==> src/rtl/corr_sched_if.sv <==
// corr_sched_if: requester, correlator and response signals of the correlation scheduler
interface corr_sched_if #(
    parameter int WIDTH = 16
);
    logic             req0_valid_i;
    logic             req0_ready_o;
    logic [WIDTH-1:0] req0_x_i;
    logic [WIDTH-1:0] req0_y_i;
    logic [4:0]       req0_len_i;
    logic             req1_valid_i;
    logic             req1_ready_o;
    logic [WIDTH-1:0] req1_x_i;
    logic [WIDTH-1:0] req1_y_i;
    logic [4:0]       req1_len_i;
    logic             corr_clr_o;
    logic             sig_x_o;
    logic             sig_y_o;
    logic             corr_z_i;
    logic             rsp_valid_o;
    logic             rsp_id_o;
    logic             rsp_balanced_o;
    logic             rsp_ready_i;

    modport slave (
        input  req0_valid_i, req0_x_i, req0_y_i, req0_len_i,
        input  req1_valid_i, req1_x_i, req1_y_i, req1_len_i,
        input  corr_z_i, rsp_ready_i,
        output req0_ready_o, req1_ready_o,
        output corr_clr_o, sig_x_o, sig_y_o,
        output rsp_valid_o, rsp_id_o, rsp_balanced_o
    );

    modport master (
        output req0_valid_i, req0_x_i, req0_y_i, req0_len_i,
        output req1_valid_i, req1_x_i, req1_y_i, req1_len_i,
        output corr_z_i, rsp_ready_i,
        input  req0_ready_o, req1_ready_o,
        input  corr_clr_o, sig_x_o, sig_y_o,
        input  rsp_valid_o, rsp_id_o, rsp_balanced_o
    );
endinterface

==> src/rtl/corr_sched.sv <==
// corr_sched: round-robin scheduler feeding serial correlation jobs to a shared correlator
module corr_sched #(
    parameter int WIDTH = 16
) (
    input logic         clk,
    input logic         reset,
    corr_sched_if.slave bus
);
    typedef enum logic [2:0] {IDLE, CLEAR, SHIFT, SETTLE, RESP} state_t;

    localparam logic [4:0] WMAX = 5'(WIDTH);

    state_t           state_q;
    logic [WIDTH-1:0] x_q, y_q;
    logic [4:0]       len_q, rem_q;
    logic             last_q;
    logic             clr_q, sx_q, sy_q;
    logic             rv_q, rid_q, rb_q;

    logic             idle, gnt0, gnt1;
    logic [WIDTH-1:0] sel_x_d, sel_y_d;
    logic [4:0]       sel_len, len_d;

    // Grant is combinational so the accept pulse lands in the same cycle the job is captured
    always_comb begin
        idle    = (state_q == IDLE) && !reset;
        gnt1    = idle && bus.req1_valid_i && (!bus.req0_valid_i || !last_q);
        gnt0    = idle && bus.req0_valid_i && !gnt1;
        sel_x_d = gnt1 ? bus.req1_x_i : bus.req0_x_i;
        sel_y_d = gnt1 ? bus.req1_y_i : bus.req0_y_i;
        sel_len = gnt1 ? bus.req1_len_i : bus.req0_len_i;
        len_d   = (sel_len > WMAX) ? WMAX : sel_len;
    end

    assign bus.req0_ready_o   = gnt0;
    assign bus.req1_ready_o   = gnt1;
    assign bus.corr_clr_o     = clr_q;
    assign bus.sig_x_o        = sx_q;
    assign bus.sig_y_o        = sy_q;
    assign bus.rsp_valid_o    = rv_q;
    assign bus.rsp_id_o       = rid_q;
    assign bus.rsp_balanced_o = rb_q;

    // Job sequencer: capture, clear, shift LSB first, settle, then hold the response
    always_ff @(posedge clk or posedge reset) begin
        if (reset) begin
            state_q <= IDLE;
            x_q     <= '0;
            y_q     <= '0;
            len_q   <= '0;
            rem_q   <= '0;
            last_q  <= 1'b1;
            clr_q   <= 1'b0;
            sx_q    <= 1'b0;
            sy_q    <= 1'b0;
            rv_q    <= 1'b0;
            rid_q   <= 1'b0;
            rb_q    <= 1'b0;
        end else begin
            case (state_q)
                IDLE: begin
                    if (gnt0 || gnt1) begin
                        x_q     <= sel_x_d;
                        y_q     <= sel_y_d;
                        len_q   <= len_d;
                        rid_q   <= gnt1;
                        last_q  <= gnt1;
                        clr_q   <= 1'b1;
                        state_q <= CLEAR;
                    end
                end
                CLEAR: begin
                    clr_q <= 1'b0;
                    if (len_q == 5'd0) begin
                        state_q <= SETTLE;
                    end else begin
                        sx_q    <= x_q[0];
                        sy_q    <= y_q[0];
                        x_q     <= x_q >> 1;
                        y_q     <= y_q >> 1;
                        rem_q   <= len_q - 5'd1;
                        state_q <= SHIFT;
                    end
                end
                SHIFT: begin
                    if (rem_q == 5'd0) begin
                        sx_q    <= 1'b0;
                        sy_q    <= 1'b0;
                        state_q <= SETTLE;
                    end else begin
                        sx_q  <= x_q[0];
                        sy_q  <= y_q[0];
                        x_q   <= x_q >> 1;
                        y_q   <= y_q >> 1;
                        rem_q <= rem_q - 5'd1;
                    end
                end
                SETTLE: begin
                    rb_q    <= ~bus.corr_z_i;
                    rv_q    <= 1'b1;
                    state_q <= RESP;
                end
                RESP: begin
                    if (bus.rsp_ready_i) begin
                        rv_q    <= 1'b0;
                        state_q <= IDLE;
                    end
                end
                default: state_q <= IDLE;
            endcase
        end
    end
endmodule

==> src/flat_wrapper.sv <==
// flat-port wrapper written by rule: the top's interface ports become plain ports
module corr_sched_flat 
#(
    parameter int WIDTH = 16
)
  (clk, reset, bus_req0_valid_i, bus_req0_x_i, bus_req0_y_i, bus_req0_len_i, bus_req1_valid_i, bus_req1_x_i, bus_req1_y_i, bus_req1_len_i, bus_corr_z_i, bus_rsp_ready_i, bus_req0_ready_o, bus_req1_ready_o, bus_corr_clr_o, bus_sig_x_o, bus_sig_y_o, bus_rsp_valid_o, bus_rsp_id_o, bus_rsp_balanced_o);
  corr_sched_if #(.WIDTH(WIDTH)) bus_i ();
  input logic clk;
  input logic reset;
  input wire logic [$bits(bus_i.req0_valid_i)-1:0] bus_req0_valid_i;
  input wire logic [$bits(bus_i.req0_x_i)-1:0] bus_req0_x_i;
  input wire logic [$bits(bus_i.req0_y_i)-1:0] bus_req0_y_i;
  input wire logic [$bits(bus_i.req0_len_i)-1:0] bus_req0_len_i;
  input wire logic [$bits(bus_i.req1_valid_i)-1:0] bus_req1_valid_i;
  input wire logic [$bits(bus_i.req1_x_i)-1:0] bus_req1_x_i;
  input wire logic [$bits(bus_i.req1_y_i)-1:0] bus_req1_y_i;
  input wire logic [$bits(bus_i.req1_len_i)-1:0] bus_req1_len_i;
  input wire logic [$bits(bus_i.corr_z_i)-1:0] bus_corr_z_i;
  input wire logic [$bits(bus_i.rsp_ready_i)-1:0] bus_rsp_ready_i;
  output wire logic [$bits(bus_i.req0_ready_o)-1:0] bus_req0_ready_o;
  output wire logic [$bits(bus_i.req1_ready_o)-1:0] bus_req1_ready_o;
  output wire logic [$bits(bus_i.corr_clr_o)-1:0] bus_corr_clr_o;
  output wire logic [$bits(bus_i.sig_x_o)-1:0] bus_sig_x_o;
  output wire logic [$bits(bus_i.sig_y_o)-1:0] bus_sig_y_o;
  output wire logic [$bits(bus_i.rsp_valid_o)-1:0] bus_rsp_valid_o;
  output wire logic [$bits(bus_i.rsp_id_o)-1:0] bus_rsp_id_o;
  output wire logic [$bits(bus_i.rsp_balanced_o)-1:0] bus_rsp_balanced_o;
  assign bus_i.req0_valid_i = bus_req0_valid_i;
  assign bus_i.req0_x_i = bus_req0_x_i;
  assign bus_i.req0_y_i = bus_req0_y_i;
  assign bus_i.req0_len_i = bus_req0_len_i;
  assign bus_i.req1_valid_i = bus_req1_valid_i;
  assign bus_i.req1_x_i = bus_req1_x_i;
  assign bus_i.req1_y_i = bus_req1_y_i;
  assign bus_i.req1_len_i = bus_req1_len_i;
  assign bus_i.corr_z_i = bus_corr_z_i;
  assign bus_i.rsp_ready_i = bus_rsp_ready_i;
  assign bus_req0_ready_o = bus_i.req0_ready_o;
  assign bus_req1_ready_o = bus_i.req1_ready_o;
  assign bus_corr_clr_o = bus_i.corr_clr_o;
  assign bus_sig_x_o = bus_i.sig_x_o;
  assign bus_sig_y_o = bus_i.sig_y_o;
  assign bus_rsp_valid_o = bus_i.rsp_valid_o;
  assign bus_rsp_id_o = bus_i.rsp_id_o;
  assign bus_rsp_balanced_o = bus_i.rsp_balanced_o;
  corr_sched #(.WIDTH(WIDTH)) u_core (.clk(clk), .reset(reset), .bus(bus_i));
endmodule
==> config.mk <==
export PLATFORM = sky130hd
export DESIGN_NAME = corr_sched_flat
export DESIGN_NICKNAME = d
export VERILOG_FILES = /design/src/rtl/corr_sched_if.sv /design/src/rtl/corr_sched.sv /design/src/flat_wrapper.sv
export SDC_FILE = /design/constraint.sdc
export NUM_CORES = 1
export LEC_CHECK = 0
export CAP_MARGIN = 10
export CORE_MARGIN = 3
export CORE_UTILIZATION = 35
export CTS_CLUSTER_SIZE = 14
export DETAILED_ROUTE_END_ITERATION = 10
export PLACE_DENSITY = 0.62
export SLEW_MARGIN = 20
export SYNTH_ARGS = -nofsm -noshare
export SYNTH_HDL_FRONTEND = slang
export SYNTH_SLANG_ARGS = --single-unit
==> constraint.sdc <==
create_clock -name clk -period 1.9 [get_ports clk]
set_input_delay 0.38 -clock clk [delete_from_list [all_inputs] [get_ports clk]]
set_output_delay 0.38 -clock clk [all_outputs]
set_load 0.02 [all_outputs]
; After elaboration in Yosys (flattened, before gate mapping)
; Cells that the tools add are included.
[word_totals]
register_bits = 52
output_inout_bits = 8
wordCells = 80
[classes]
add_sub_neg = 2
magnitude_cmp = 1
eq_ne = 9
n_mux = 30
n_bitwise = 1
n_reduce_logical = 25
[ops]
columns = operator, n
row1 = 16-bit two-way mux, 8
row2 = 16-bit case mux with 3 select lines, 2
row3 = 5-bit two-way mux, 4
row4 = 3-bit case mux with 5 select lines, 1
row5 = 5-bit zero test, 2
row6 = 5-bit case mux with 2 select lines, 1
row7 = "5-bit by 1-bit subtractor with 5-bit output, second input constant", 2
row8 = 3-bit two-way mux, 3
row9 = "2-bit inequality test, second input constant", 4
row10 = 1-bit case mux with 2 select lines, 4
row11 = 2-bit AND reduction, 4
row12 = 1-bit two-way mux, 7
row13 = "3-bit by 2-bit == test with 1-bit output, second input constant", 2
row14 = 3-bit AND reduction, 2
row15 = 2-bit nonzero test, 3
row16 = "5-bit > comparator, second input constant", 1
row17 = 1-bit logical AND, 5
row18 = 1-bit zero test, 4
row19 = 4-bit AND reduction, 1
row20 = "3-bit by 1-bit == test with 1-bit output, second input constant", 1
row21 = "3-bit == test, second input constant", 1
row22 = 3-bit zero test, 1
row23 = 3-bit nonzero test, 1
row24 = 1-bit logical OR, 2
row25 = other kinds (2), 2

; Logic depth before layout (Yosys ltp)
; Gate-level depths: netlist (run 1).
[depth]
word_depth = 9
ltp_mapped = 8
depth_no_buf = 7

; Worst setup path after synthesis (run 1)
; Ideal clock, no wire load.
[synth_path]
path_type = register -> register
start = register u_core.state_q[0]
end = register u_core.rem_q[4]
setup_ns = 0.122
t_arrival_ns = 1.768
required_time_ns = 1.778
path_slack_ns = 0.010
path_stages_with_launch = 8
period_less_slack_ns = 1.890
path_cell_list = dfrtp_1 > or3b_1 > buf_2 > mux2i_1 > ha_1 > a21oi_1 > a32o_1 > a32o_1
[synth_via]
elab_chain_cells = 3
[synth_rtl]
columns = item, line_no
row1 = from (decl), corr_sched.sv:13  ; state_t state_q;
row2 = from (signal assigned), corr_sched.sv:47  ; state_q <= IDLE;
row3 = from (signal assigned), corr_sched.sv:69  ; state_q <= CLEAR;
row4 = from (signal assigned), corr_sched.sv:75  ; state_q <= SETTLE;
row5 = 3-bit by 2-bit == test with 1-bit output or 3-bit by 1-bit == test with 1-bit output (tied branches), corr_sched.sv:60  ; case (state_q)
row6 = 2-bit inequality test (no source line) or 2-bit nonzero test (tied branches), --
row7 = 3-bit AND reduction (no source line), --
row8 = to (signal assigned), corr_sched.sv:81  ; rem_q <= len_q - 5'd1;
row9 = to (signal assigned), corr_sched.sv:95  ; rem_q <= rem_q - 5'd1;
row10 = to (decl), corr_sched.sv:15  ; logic [4:0] len_q, rem_q;
; Several ways; a longest one is shown, not always the timed one.
; A chain may end at the register's enable or synchronous reset.

; Worst setup path after layout (run 1)
[layout_path]
start = register u_core.state_q[0]
end = register u_core.rem_q[2]
; Same word-level chain as after synthesis.

==> tab_implementation.tex, run 1 <==
\begin{tabular}{lr}
\hline
Metric & Value \\
\hline
\multicolumn{2}{l}{\textbf{Status}} \\
\quad Result of the run & finished with violations \\
\quad Violated checks & negative setup slack \\
\multicolumn{2}{l}{\textbf{STA}} \\
\quad Worst-case headroom to the max-slew limit & 76.2\% \\
\quad Worst setup skew after layout & approximately 0.009 ns \\
\quad Final number of setup-violating endpoints & 4 \\
\quad Final Hold Fails & 0 \\
\quad Minimum clock period after layout & 2.03 ns \\
\quad Aggregate negative setup slack & -0.320 ns \\
\quad Pin slew with the least headroom to its limit & 0.357 ns \\
\quad Worst setup margin & -0.128 ns \\
\quad RSZ-0062 raised after global routing & true \\
\quad Final-report max-slew violation count & 0 \\
\quad Fmax & 493 MHz \\
\quad Share of the clock period used by the worst path after layout & 107\% \\
\multicolumn{2}{l}{\textbf{Logic synthesis}} \\
\quad Cells taking the most area after synthesis & sky130\_fd\_sc\_hd\_\_dfrtp\_1 41\%, sky130\_fd\_sc\_hd\_\_mux2\_2 12\%, sky130\_fd\_sc\_hd\_\_a31oi\_1 6.2\%, sky130\_fd\_sc\_hd\_\_nor3\_1 5.6\%, sky130\_fd\_sc\_hd\_\_o21ai\_0 5.6\% \\
\quad Count of flip-flops with a built-in enable after synthesis & 0 \\
\quad Number of standard cells after synthesis & 344 \\
\quad Most used DFF post-synth & sky130\_fd\_sc\_hd\_\_dfrtp\_1 \\
\quad Yosys reg bits & between 50 and 60 \\
\quad Post-synthesis async set-or-reset flop share & 100\% \\
\quad Synthesized cell area & 3120 µm² \\
\quad Share of synthesized area occupied by flip-flops and latches & 41.8\% \\
\quad Ys Warns & 0 \\
\quad Mean instance size in the synthesized netlist & 9.06 µm² \\
\quad Count of unique library cells instantiated by Yosys & 43 \\
\quad Net count of the mapped netlist & approximately 430 \\
\quad Area share of the leading cell type in the synthesized netlist & 40.9\% \\
\quad Cell taking the most area after synthesis & sky130\_fd\_sc\_hd\_\_dfrtp\_1 \\
\multicolumn{2}{l}{\textbf{Global route}} \\
\quad Via count of the first global-routing pass & 3289 \\
\quad Overflow after GRT & 0 \\
\quad Met1 track demand over resource in global routing & 24.9\% \\
\quad Wire length of the first global-routing pass & 15400 µm \\
\quad Maximum number of pins on one net before global-route repair & 34 \\
\quad Layer carrying the most global-route usage & met2 \\
\quad Global routing usage on met3 & 3.41\% \\
\quad Routing usage on met2 & 31.3\% \\
\quad Antenna violations before repair & 0 \\
\quad Global Route Usage Sum & a little under a fifth \\
\multicolumn{2}{l}{\textbf{Detailed routing}} \\
\quad Routed wire length per instance & 17.0 µm \\
\quad DRC errors left & 0 \\
\quad Antenna Nets Post-Route & 0 \\
\quad Pre-antenna DRT Iters & 4 \\
\quad Detail-routed via count per cell & 5.60 \\
\quad Overall via count from detail\_route & about 3100 \\
\quad Post-Route WL & 9520 µm \\
\quad Number of DRC markers in iteration 0 & 114 \\
\multicolumn{2}{l}{\textbf{Die}} \\
\quad Initial cell density of the core & 37.0\% \\
\quad Io pins & 88 \\
\quad Die ar. & 10100 µm² \\
\quad Row cnt & 33 \\
\quad Vertical extent of the die & 100 µm \\
\quad Die W & 100 µm \\
\quad Area of the core & 8420 µm² \\
\multicolumn{2}{l}{\textbf{Clocking}} \\
\quad Root buffer selected by CTS & sky130\_fd\_sc\_hd\_\_clkbuf\_8 \\
\quad Clock slew at the register clock pins of the worst setup and hold paths & 0.10 ns \\
\quad CTS tree & done \\
\quad Worst skew pair latency & between 0.3 and 0.4 ns \\
\quad Hold-fix buffers at CTS & 0 \\
\quad Number of levels the H-tree was split into & 2 \\
\quad Maximum number of buffers from clock root to sink & 2 \\
\quad CTS sink count & 52 \\
\quad Number of buffers added by the clock tree synthesis step & 5 \\
\multicolumn{2}{l}{\textbf{Setup path}} \\
\quad Kind of critical path & register to register \\
\quad CP Max Fanout & 4 \\
\quad Worst setup path startpoint & u\_core.state\_q[0] \\
\quad Worst path arrival time & between 2 and 2.5 ns \\
\quad Type of element capturing the critical path & register \\
\quad CP Data Required Time & 2.09 ns \\
\quad Reg-to-reg critical path startpoint & u\_core.state\_q[0] \\
\quad Critical Path Source Type & register \\
\multicolumn{2}{l}{\textbf{Layout}} \\
\quad Fraction of layout cells with a size suffix above 1 & 26.5\% \\
\quad Final layout net count & $\sim$540 \\
\quad Area Overhead vs Synth & 52.4\% \\
\quad Core Util, Final & 56.4\% \\
\quad Number of cells in the finished layout apart from fillers & 561 \\
\quad Number of diodes & 0 \\
\quad Commonest cells after routing, fill and taps aside & 84 x sky130\_fd\_sc\_hd\_\_clkdlybuf4s50\_1, 50 x sky130\_fd\_sc\_hd\_\_dfrtp\_1, 34 x sky130\_fd\_sc\_hd\_\_nand3\_1 \\
\quad Fill cell count & 780 \\
\quad Most common cell after layout, fill and taps aside & sky130\_fd\_sc\_hd\_\_clkdlybuf4s50\_1 \\
\multicolumn{2}{l}{\textbf{Placed design}} \\
\quad Cells after DPL & 540 \\
\quad Port Buf Inserts & 87 \\
\quad Final RePlAce weighted congestion & 0.845 \\
\quad Placed wire-length estimate after detailed placement & approximately 6300 µm \\
\multicolumn{2}{l}{\textbf{Power}} \\
\quad Final total power & between 0.008 and 0.009 W \\
\quad Leakage component of the power & about 1.9 nW \\
\quad Areal power density over the cells & 1810 nW/µm² \\
\quad Maximum VDD drop & around 0.0007 V \\
\multicolumn{2}{l}{\textbf{Worst hold path}} \\
\quad Path type of the worst min-delay path & input pin to asynchronous set/reset pin \\
\multicolumn{2}{l}{\textbf{Run}} \\
\quad Number of violations of the max-capacitance limit & 0 \\
\hline
\end{tabular}
## critical path: stages, from the launching register on
cell and delay (ns):
sky130_fd_sc_hd__dfrtp_1 0.41, sky130_fd_sc_hd__buf_6 0.14, sky130_fd_sc_hd__or3b_4 0.43, sky130_fd_sc_hd__mux2i_2 0.25
sky130_fd_sc_hd__ha_4 0.20, sky130_fd_sc_hd__inv_1 0.06, sky130_fd_sc_hd__o21ai_1 0.16, sky130_fd_sc_hd__o32ai_1 0.10
sky130_fd_sc_hd__o21bai_1 0.16
## path summary, 6_finish.rpt
path,endpoint,slack [ns],cells after the start
hold reg to reg,u_core.bus.corr_clr_o,0.49,2
min in group clk,u_core.bus.corr_clr_o,0.49,2
hold / removal,u_core.x_q[6],0.37,4
setup / recovery,u_core.rem_q[2],-0.13,8
setup reg to reg,u_core.rem_q[2],-0.13,8
max in group asynchronous,u_core.state_q[1],1.28,4
## through the flow
step,instance area [µm²],hold slack (ns),worst slack [ns]
4_1_cts,4470,0.375,-0.105
2_1_floorplan,3120,0.452,0.0101
5_1_grt,4750,0.407,-0.183
3_5_place_dp,4320,0.467,-0.447
6_report,4750,0.374,-0.128
3_3_place_gp,4320,0.461,-0.442
## per-layer routing
metal / routed length [µm] / part of all wire (%)
met3: 550 / 5.8
met5: 0 / 0
met4: 87 / 0.91
met2: 4620 / 49
met1: 4260 / 45
## cells by family after synthesis
family | Yosys count | synth area share, %
simple gates | 105 | 17.2
compound gates | 101 | 19.7
flops | 52 | 41.8
mux | 42 | 14.8
buf+inv | 41 | 5.54
xor+xnor | 2 | 0.562
fa+ha+maj | 1 | 0.401
## sequential cells by signal, summed over array words and instances, names as in the netlist
register and flops:
u_core.len_q 5, u_core.last_q 1, u_core.bus.sig_x_o 1, u_core.y_q 16
u_core.bus.rsp_balanced_o 1, u_core.rem_q 5, u_core.bus.corr_clr_o 1, u_core.x_q 16
u_core.bus.rsp_id_o 1, u_core.bus.rsp_valid_o 1, u_core.bus.sig_y_o 1, u_core.state_q 3
## power breakdown
group          total [W]  internal [W]  switching, W
registers        0.00214       0.00172      0.000416
logic            0.00569       0.00298       0.00271
clock network   0.000787      0.000399      0.000388
## area by class of cell
type	count	area, µm²	share of cell area (%)
multi-input combinational	251	1790	37.7
timing repair buffer	135	1370	28.9
sequential	52	1300	27.4
tap	105	131	2.77
clock buffer	6	72.6	1.53
clock inverter	2	38.8	0.816
inverter	10	37.5	0.790
## timing repair
action / in CTS / in global routing
pin swaps: 8 / 10
gates resized for setup: 25 / 39
buffers inserted: 1 / 9
setup endpoints to repair: 18 / 44
gates cloned: 0 / 3
## Yosys cell counts, types with 2 or more instances
master,number
sky130_fd_sc_hd__o21ai_0,35
sky130_fd_sc_hd__o21ai_1,4
sky130_fd_sc_hd__dfrtp_1,51
sky130_fd_sc_hd__o21bai_1,2
sky130_fd_sc_hd__mux2i_1,8
sky130_fd_sc_hd__a32o_1,3
sky130_fd_sc_hd__nand2_1,16
sky130_fd_sc_hd__a22o_1,2
sky130_fd_sc_hd__buf_2,12
sky130_fd_sc_hd__a21oi_1,10
sky130_fd_sc_hd__or3b_1,2
sky130_fd_sc_hd__a31oi_1,31
sky130_fd_sc_hd__mux2_2,33
sky130_fd_sc_hd__o41ai_1,2
sky130_fd_sc_hd__o31ai_1,4
sky130_fd_sc_hd__or2_2,2
sky130_fd_sc_hd__nor2_1,9
sky130_fd_sc_hd__inv_1,9
sky130_fd_sc_hd__clkbuf_1,18
sky130_fd_sc_hd__nor3_1,35
sky130_fd_sc_hd__nand3_1,34
Power figures use the tool's default switching activity.
==> run 2, diff against run 1 <==
PLACE_DENSITY = 0.69   (was 0.62)
SLEW_MARGIN = 5   (was 20)
==> tab_implementation.tex, run 2 (synthesized netlist as in run 1, its figures left out) <==
\begin{tabular}{lr}
\hline
Metric & Value \\
\hline
\multicolumn{2}{l}{\textbf{Clocking}} \\
\quad Root buffer selected by CTS & sky130\_fd\_sc\_hd\_\_clkbuf\_8 \\
\quad CTS tree & done \\
\quad Hold-fix buffers at CTS & 0 (unchanged) \\
\quad Maximum number of buffers from clock root to sink & 2 (unchanged) \\
\quad Number of levels the H-tree was split into & 2 (unchanged) \\
\quad Worst skew pair latency & 0.30 ns (about the same) \\
\quad Number of buffers added by the clock tree synthesis step & 5 (unchanged) \\
\quad Clock slew at the register clock pins of the worst setup and hold paths & 0.09 ns (about the same) \\
\quad CTS sink count & 52 (unchanged) \\
\multicolumn{2}{l}{\textbf{Power}} \\
\quad Areal power density over the cells & 1830 nW/µm² (+0.94\%) \\
\quad Leakage component of the power & 1.85 nW (-1.5\%) \\
\quad Maximum VDD drop & 0.000797 V (+12\%) \\
\quad Final total power & 0.00860 W (-0.23\%) \\
\multicolumn{2}{l}{\textbf{Detailed routing}} \\
\quad Detail-routed via count per cell & 5.67 (+1.2\%) \\
\quad Pre-antenna DRT Iters & 4 (unchanged) \\
\quad Number of DRC markers in iteration 0 & 140 (+23\%) \\
\quad Post-Route WL & 9460 µm (-0.57\%) \\
\quad Antenna Nets Post-Route & 0 (unchanged) \\
\quad Overall via count from detail\_route & 3171 (+0.86\%) \\
\quad DRC errors left & 0 (unchanged) \\
\quad Routed wire length per instance & 16.9 µm (-0.21\%) \\
\multicolumn{2}{l}{\textbf{Setup path}} \\
\quad Largest stage delay on the critical path & 0.59 ns (+0.16 ns) \\
\quad CP Max Fanout & 4 (unchanged) \\
\quad R2r worst-path depth & 6 (-2) \\
\quad Critical Path Source Type & register \\
\quad Largest delay contributor family on the critical path & simple AND/OR/NAND/NOR gates \\
\quad Cells along the critical path & or4\_4 -> nor2\_4 -> buf\_6 \\
\quad Worst path arrival time & 1.55 ns (-0.67 ns) \\
\quad Type of element capturing the critical path & output port \\
\quad Kind of critical path & register to output port \\
\quad Slowest CP cell & sky130\_fd\_sc\_hd\_\_or4\_4 \\
\quad Number of buffer and inverter stages on the critical path & 1 (-1) \\
\quad CP Data Required Time & 1.52 ns (-0.57 ns) \\
\quad Critical path depth in cells & 3 (-5) \\
\multicolumn{2}{l}{\textbf{STA}} \\
\quad RSZ-0062 raised after global routing & true \\
\quad Fmax & 518 MHz (+5.0\%) \\
\quad Share of the clock period used by the worst path after layout & 102\% (-5.1 points) \\
\quad Pin slew with the least headroom to its limit & 0.448 ns (+0.0910 ns) \\
\quad Final number of setup-violating endpoints & 3 (-1) \\
\quad Worst setup margin & -0.0310 ns (+0.0971 ns) \\
\quad Final-report max-slew violation count & 0 (unchanged) \\
\quad Worst-case headroom to the max-slew limit & 70.1\% (-6.1 points) \\
\quad Final Hold Fails & 0 (unchanged) \\
\quad Minimum clock period after layout & 1.93 ns (-0.0971 ns) \\
\quad Worst setup skew after layout & 0.00536 ns (-0.00370 ns) \\
\multicolumn{2}{l}{\textbf{Global route}} \\
\quad Antenna violations before repair & 0 (unchanged) \\
\quad Overflow after GRT & 0 (unchanged) \\
\quad Global Route Usage Sum & 18.0\% (-0.49 points) \\
\quad Maximum number of pins on one net before global-route repair & 34 (unchanged) \\
\quad Via count of the first global-routing pass & 3115 (-5.3\%) \\
\quad Wire length of the first global-routing pass & 14800 µm (-4.4\%) \\
\multicolumn{2}{l}{\textbf{Status}} \\
\quad Result of the run & finished with violations \\
\quad Violated checks & negative setup slack \\
\multicolumn{2}{l}{\textbf{Placed design}} \\
\quad Cells after DPL & 541 (+0.19\%) \\
\quad Final RePlAce weighted congestion & 0.813 (-3.8\%) \\
\quad Port Buf Inserts & 87 (unchanged) \\
\quad Placed wire-length estimate after detailed placement & 6260 µm (-1.2\%) \\
\multicolumn{2}{l}{\textbf{Layout}} \\
\quad Number of cells in the finished layout apart from fillers & 559 (-0.36\%) \\
\quad Regs by FF count & u\_core.x\_q x16, u\_core.y\_q x16 \\
\quad Number of diodes & 0 (unchanged) \\
\quad Fraction of layout cells with a size suffix above 1 & 27.1\% (+0.56 points) \\
\quad Most common cell after layout, fill and taps aside & sky130\_fd\_sc\_hd\_\_clkdlybuf4s50\_1 \\
\quad Commonest cells after routing, fill and taps aside & 84 x sky130\_fd\_sc\_hd\_\_clkdlybuf4s50\_1, 50 x sky130\_fd\_sc\_hd\_\_dfrtp\_1, 34 x sky130\_fd\_sc\_hd\_\_nand3\_1, 34 x sky130\_fd\_sc\_hd\_\_nor3\_1, 34 x sky130\_fd\_sc\_hd\_\_buf\_4 \\
\quad Final layout net count & 536 (unchanged) \\
\quad Area Overhead vs Synth & 50.6\% \\
\multicolumn{2}{l}{\textbf{Die}} \\
\quad Area of the core & 8420 µm² (unchanged) \\
\quad Io pins & 88 (unchanged) \\
\quad Initial cell density of the core & 37.0\% (unchanged) \\
\quad Vertical extent of the die & 100 µm (unchanged) \\
\quad Row cnt & 33 (unchanged) \\
\quad Die ar. & 10100 µm² (unchanged) \\
\quad Die W & 100 µm (unchanged) \\
\multicolumn{2}{l}{\textbf{Run}} \\
\quad Number of violations of the max-capacitance limit & 0 (unchanged) \\
\multicolumn{2}{l}{\textbf{Worst hold path}} \\
\quad Path type of the worst min-delay path & input pin to asynchronous set/reset pin \\
\hline
\end{tabular}
run 2: cell type report:
cell class / instances / area, µm²
Tap cell: 105 / 131
Clock buffer: 5 / 68.8
Clock inverter: 1 / 30.0
Timing Repair Buffer: 135 / 1350
Inverter: 10 / 37.5
Fill cell: 764 / 3730
Sequential cell: 52 / 1300
Multi-Input combinational cell: 251 / 1780
run 2: worst paths after layout:
path                                           from               endpoint  slack [ns]
worst max-delay path              u_core.state_q[0]       bus_req0_ready_o       -0.03
worst min-delay path                          reset  u_core.bus.corr_clr_o        0.38
worst max register to register    u_core.state_q[0]        u_core.rem_q[2]       -0.03
worst min register to register  u_core.bus.rsp_id_o    u_core.bus.rsp_id_o        0.49
max in group asynchronous                     reset      u_core.state_q[1]        1.23
min in group clk                u_core.bus.rsp_id_o    u_core.bus.rsp_id_o        0.49
run 2: metrics by stage:
stage	util, %	cell area, µm²	TNS, ns	worst slack (ns)	hold slack [ns]
after floorplan	-	3120	0	0.0101	0.452
after global placement	51.1	4300	-11.24	-0.423	0.461
after detailed placement	51.1	4300	-12.49	-0.456	0.472
after CTS	53.0	4460	-0.109	-0.0328	0.378
after global routing	55.7	4700	-0.862	-0.0975	0.402
final	55.7	4700	-0.0853	-0.0310	0.384
run 2: worst min-delay path, stage by stage:
cell and delay (ns):
sky130_fd_sc_hd__dlygate4sd2_1 0.26, sky130_fd_sc_hd__buf_6 0.13, sky130_fd_sc_hd__inv_2 0.07, sky130_fd_sc_hd__buf_12 0.20
run 2: repair_timing:
item / CTS / global route
resized for setup: 32 / 54
cloned: 0 / 4
hold endpoints to repair: 0 / 0
pin swaps: 7 / 7
buffers inserted: 2 / 6
endpoints found under the setup margin: 42 / 44
run 2: metal layers:
| layer | global-route usage [%] | wire length, µm |
|---|---|---|
| met1 | 24.0 | 4110 |
| met2 | 31.2 | 4820 |
| met3 | 3.34 | 436 |
| met4 | 2.80 | 96 |
| met5 | 0 | 0 |
run 2: where the power goes:
group          internal (W)  switching [W]  leakage (nW)
combinational       0.00296        0.00276          1.19
clock              0.000379       0.000355        0.0501
sequential          0.00173       0.000423         0.608
total               0.00507        0.00353          1.85
==> run 3, diff against run 2 <==
==> constraint.sdc (replaced) <==
create_clock -name clk -period 1.9 [get_ports clk]
set_input_delay 0.475 -clock clk [delete_from_list [all_inputs] [get_ports clk]]
set_output_delay 0.475 -clock clk [all_outputs]
set_load 0.02 [all_outputs]
==> tab_implementation.tex, run 3 (synthesized netlist as in run 1, its figures left out) <==
\begin{tabular}{lr}
\hline
Metric & Value \\
\hline
\multicolumn{2}{l}{\textbf{Status}} \\
\quad Result of the run & finished with violations \\
\quad Violated checks & negative setup slack \\
\multicolumn{2}{l}{\textbf{Global route}} \\
\quad Global Route Usage Sum & 18.6\% (+0.60 points) \\
\quad Wire length of the first global-routing pass & 15300 µm (+3.4\%) \\
\quad Overflow after GRT & 0 (unchanged) \\
\quad Antenna violations before repair & 0 (unchanged) \\
\quad Maximum number of pins on one net before global-route repair & 34 (unchanged) \\
\quad Via count of the first global-routing pass & 3257 (+4.6\%) \\
\multicolumn{2}{l}{\textbf{Layout}} \\
\quad Number of cells in the finished layout apart from fillers & 570 (+2.0\%) \\
\quad Area Overhead vs Synth & 70.1\% \\
\quad Fill cell count & 722 (-5.5\%) \\
\quad Regs by FF count & u\_core.x\_q x16, u\_core.y\_q x16 \\
\quad Fraction of layout cells with a size suffix above 1 & 35.9\% (+8.8 points) \\
\quad Number of diodes & 0 (unchanged) \\
\quad Final layout net count & 546 (+1.9\%) \\
\quad Commonest cells after routing, fill and taps aside & 82 x sky130\_fd\_sc\_hd\_\_clkdlybuf4s50\_1, 51 x sky130\_fd\_sc\_hd\_\_dfrtp\_1, 34 x sky130\_fd\_sc\_hd\_\_nor3\_1 \\
\quad Most common cell after layout, fill and taps aside & sky130\_fd\_sc\_hd\_\_clkdlybuf4s50\_1 \\
\multicolumn{2}{l}{\textbf{Power}} \\
\quad Leakage component of the power & 2.12 nW (+15\%) \\
\quad Internal cell power & 0.00629 W (+24\%) \\
\quad Maximum VDD drop & 0.000843 V (+5.7\%) \\
\quad Final total power & 0.0103 W (+20\%) \\
\quad P\_sw & 0.00403 W (+14\%) \\
\quad Sw Ratio & 39.0\% (-2.0 points) \\
\quad Power share of the sequential group & 21.1\% (-3.9 points) \\
\quad Combinational Power Share & 70.3\% (+3.8 points) \\
\quad Clock Power Share & 8.7\% (+0.2 points) \\
\quad Areal power density over the cells & 1950 nW/µm² (+6.2\%) \\
\multicolumn{2}{l}{\textbf{Setup path}} \\
\quad Worst path arrival time & 2.22 ns (+0.67 ns) \\
\quad CP Data Required Time & 2.10 ns (+0.58 ns) \\
\quad CP Max Fanout & 5 (+1) \\
\quad Type of element capturing the critical path & register \\
\quad Kind of critical path & register to register \\
\quad Critical Path Source Type & register \\
\multicolumn{2}{l}{\textbf{Clocking}} \\
\quad CTS sink count & 52 (unchanged) \\
\quad Number of levels the H-tree was split into & 2 (unchanged) \\
\quad Root buffer selected by CTS & sky130\_fd\_sc\_hd\_\_clkbuf\_8 \\
\quad Hold-fix buffers at CTS & 0 (unchanged) \\
\quad CTS tree & done \\
\quad Clock slew at the register clock pins of the worst setup and hold paths & 0.10 ns (about the same) \\
\quad Worst skew pair latency & 0.31 ns (about the same) \\
\quad Number of buffers added by the clock tree synthesis step & 5 (unchanged) \\
\quad Maximum number of buffers from clock root to sink & 2 (unchanged) \\
\multicolumn{2}{l}{\textbf{Detailed routing}} \\
\quad DRC errors left & 0 (unchanged) \\
\quad Number of DRC markers in iteration 0 & 152 (+8.6\%) \\
\quad Antenna Nets Post-Route & 0 (unchanged) \\
\quad Routed wire length per instance & 18.5 µm (+9.2\%) \\
\quad Post-Route WL & 10500 µm (+11\%) \\
\quad Overall via count from detail\_route & 3238 (+2.1\%) \\
\quad Detail-routed via count per cell & 5.68 (+0.14\%) \\
\quad Pre-antenna DRT Iters & 4 (unchanged) \\
\multicolumn{2}{l}{\textbf{Die}} \\
\quad Io pins & 88 (unchanged) \\
\quad Row cnt & 33 (unchanged) \\
\quad Initial cell density of the core & 37.0\% (unchanged) \\
\quad Die W & 100 µm (unchanged) \\
\quad Vertical extent of the die & 100 µm (unchanged) \\
\quad Area of the core & 8420 µm² (unchanged) \\
\quad Die ar. & 10100 µm² (unchanged) \\
\multicolumn{2}{l}{\textbf{STA}} \\
\quad Pin slew with the least headroom to its limit & 0.542 ns (+0.0934 ns) \\
\quad Fmax & 496 MHz (-4.2\%) \\
\quad Worst setup skew after layout & 0.0142 ns (+0.00883 ns) \\
\quad Worst-case headroom to the max-slew limit & 63.9\% (-6.2 points) \\
\quad Final number of setup-violating endpoints & 25 (+22) \\
\quad Minimum clock period after layout & 2.02 ns (+0.0855 ns) \\
\quad Final-report max-slew violation count & 0 (unchanged) \\
\quad Share of the clock period used by the worst path after layout & 106\% (+4.5 points) \\
\quad Worst setup margin & -0.117 ns (-0.0855 ns) \\
\quad Final Hold Fails & 0 (unchanged) \\
\quad RSZ-0062 raised after global routing & true \\
\multicolumn{2}{l}{\textbf{Placed design}} \\
\quad Cells after DPL & 541 (unchanged) \\
\quad Final RePlAce weighted congestion & 0.781 (-3.9\%) \\
\quad Port Buf Inserts & 87 (unchanged) \\
\quad Placed wire-length estimate after detailed placement & 6360 µm (+1.6\%) \\
\quad Setup slack at placement & -0.702 ns (-0.246 ns) \\
\multicolumn{2}{l}{\textbf{Worst hold path}} \\
\quad Path type of the worst min-delay path & input pin to asynchronous set/reset pin \\
\multicolumn{2}{l}{\textbf{Run}} \\
\quad Number of violations of the max-capacitance limit & 0 (unchanged) \\
\hline
\end{tabular}
[run 3: changes by cell type in the layout (fill, tap and decap cells not counted), moves of 6 or more]
cell and change:
sky130_fd_sc_hd__buf_12 +6, sky130_fd_sc_hd__nand3_2 +27, sky130_fd_sc_hd__nand3_1 -28, sky130_fd_sc_hd__o21ai_0 +16, sky130_fd_sc_hd__mux2_4 +28, sky130_fd_sc_hd__mux2_2 -28, sky130_fd_sc_hd__o21ai_1 -13
[run 3: final cells by class]
type | count | area [µm²] | area share (%)
Multi-Input combinational cell | 251 | 2110 | 39.7
Timing Repair Buffer | 145 | 1600 | 30.1
Sequential cell | 52 | 1300 | 24.6
Tap cell | 105 | 131 | 2.48
Clock buffer | 5 | 68.8 | 1.30
Clock inverter | 2 | 60.1 | 1.13
Inverter | 10 | 37.5 | 0.708
[run 3: worst max-delay path, stage by stage (launching register included)]
cell and delay, ns:
sky130_fd_sc_hd__dfrtp_1 0.43, sky130_fd_sc_hd__buf_6 0.13, sky130_fd_sc_hd__or3b_4 0.42, sky130_fd_sc_hd__mux2i_2 0.25
sky130_fd_sc_hd__ha_4 0.21, sky130_fd_sc_hd__a21oi_2 0.06, sky130_fd_sc_hd__a32o_1 0.22, sky130_fd_sc_hd__a32o_1 0.20
[run 3: power groups by stage]
stage / Sequential, W / Combinational (W) / Clock, W
2_1_floorplan: 0.00207 / 0.00335 / 0
3_3_place_gp: 0.00208 / 0.00486 / 0
3_5_place_dp: 0.00210 / 0.00498 / 0
4_1_cts: 0.00210 / 0.00573 / 0.000907
5_1_grt: 0.00225 / 0.00779 / 0.000941
6_report: 0.00217 / 0.00725 / 0.000895
[run 3: worst paths after layout]
path	cells past startpoint	slack, ns	to	from
worst max-delay path	7	-0.12	u_core.rem_q[4]	u_core.state_q[2]
worst min-delay path	2	0.27	u_core.rem_q[2]	reset
worst max register to register	7	-0.12	u_core.rem_q[4]	u_core.state_q[2]
worst min register to register	2	0.49	u_core.bus.rsp_balanced_o	u_core.bus.rsp_balanced_o
max in group asynchronous	3	1.16	u_core.y_q[5]	reset
min in group clk	2	0.49	u_core.bus.rsp_balanced_o	u_core.bus.rsp_balanced_o
[run 3: per-layer routing]
metal  part of all wire (%)  vias up  track usage [%]
met4                   0.66        0             4.97
met2                     51       79             32.8
met1                     45     1627             23.8
met5                      0        -                0
met3                    3.3        7             2.85
li1                       -     1525                -
[run 3: stage by stage]
stage | util, % | area (µm²) | setup TNS (ns) | hold WS (ns)
CTS | 55.4 | 4660 | -0.385 | 0.263
detailed placement | 51.4 | 4330 | -19.59 | 0.480
finish | 63.0 | 5300 | -1.13 | 0.268
global route | 63.0 | 5300 | -4.03 | 0.282
global placement | 51.4 | 4330 | -18.65 | 0.464
floorplan | - | 3120 | 0 | 0.452
[run 3: what timing repair did]
item                       CTS  global route
pin swaps                   12            70
setup buffers                6             8
setup endpoints to repair   46            43
gates cloned                 3             5
hold endpoints to repair     0             0
gates resized for setup     38           117
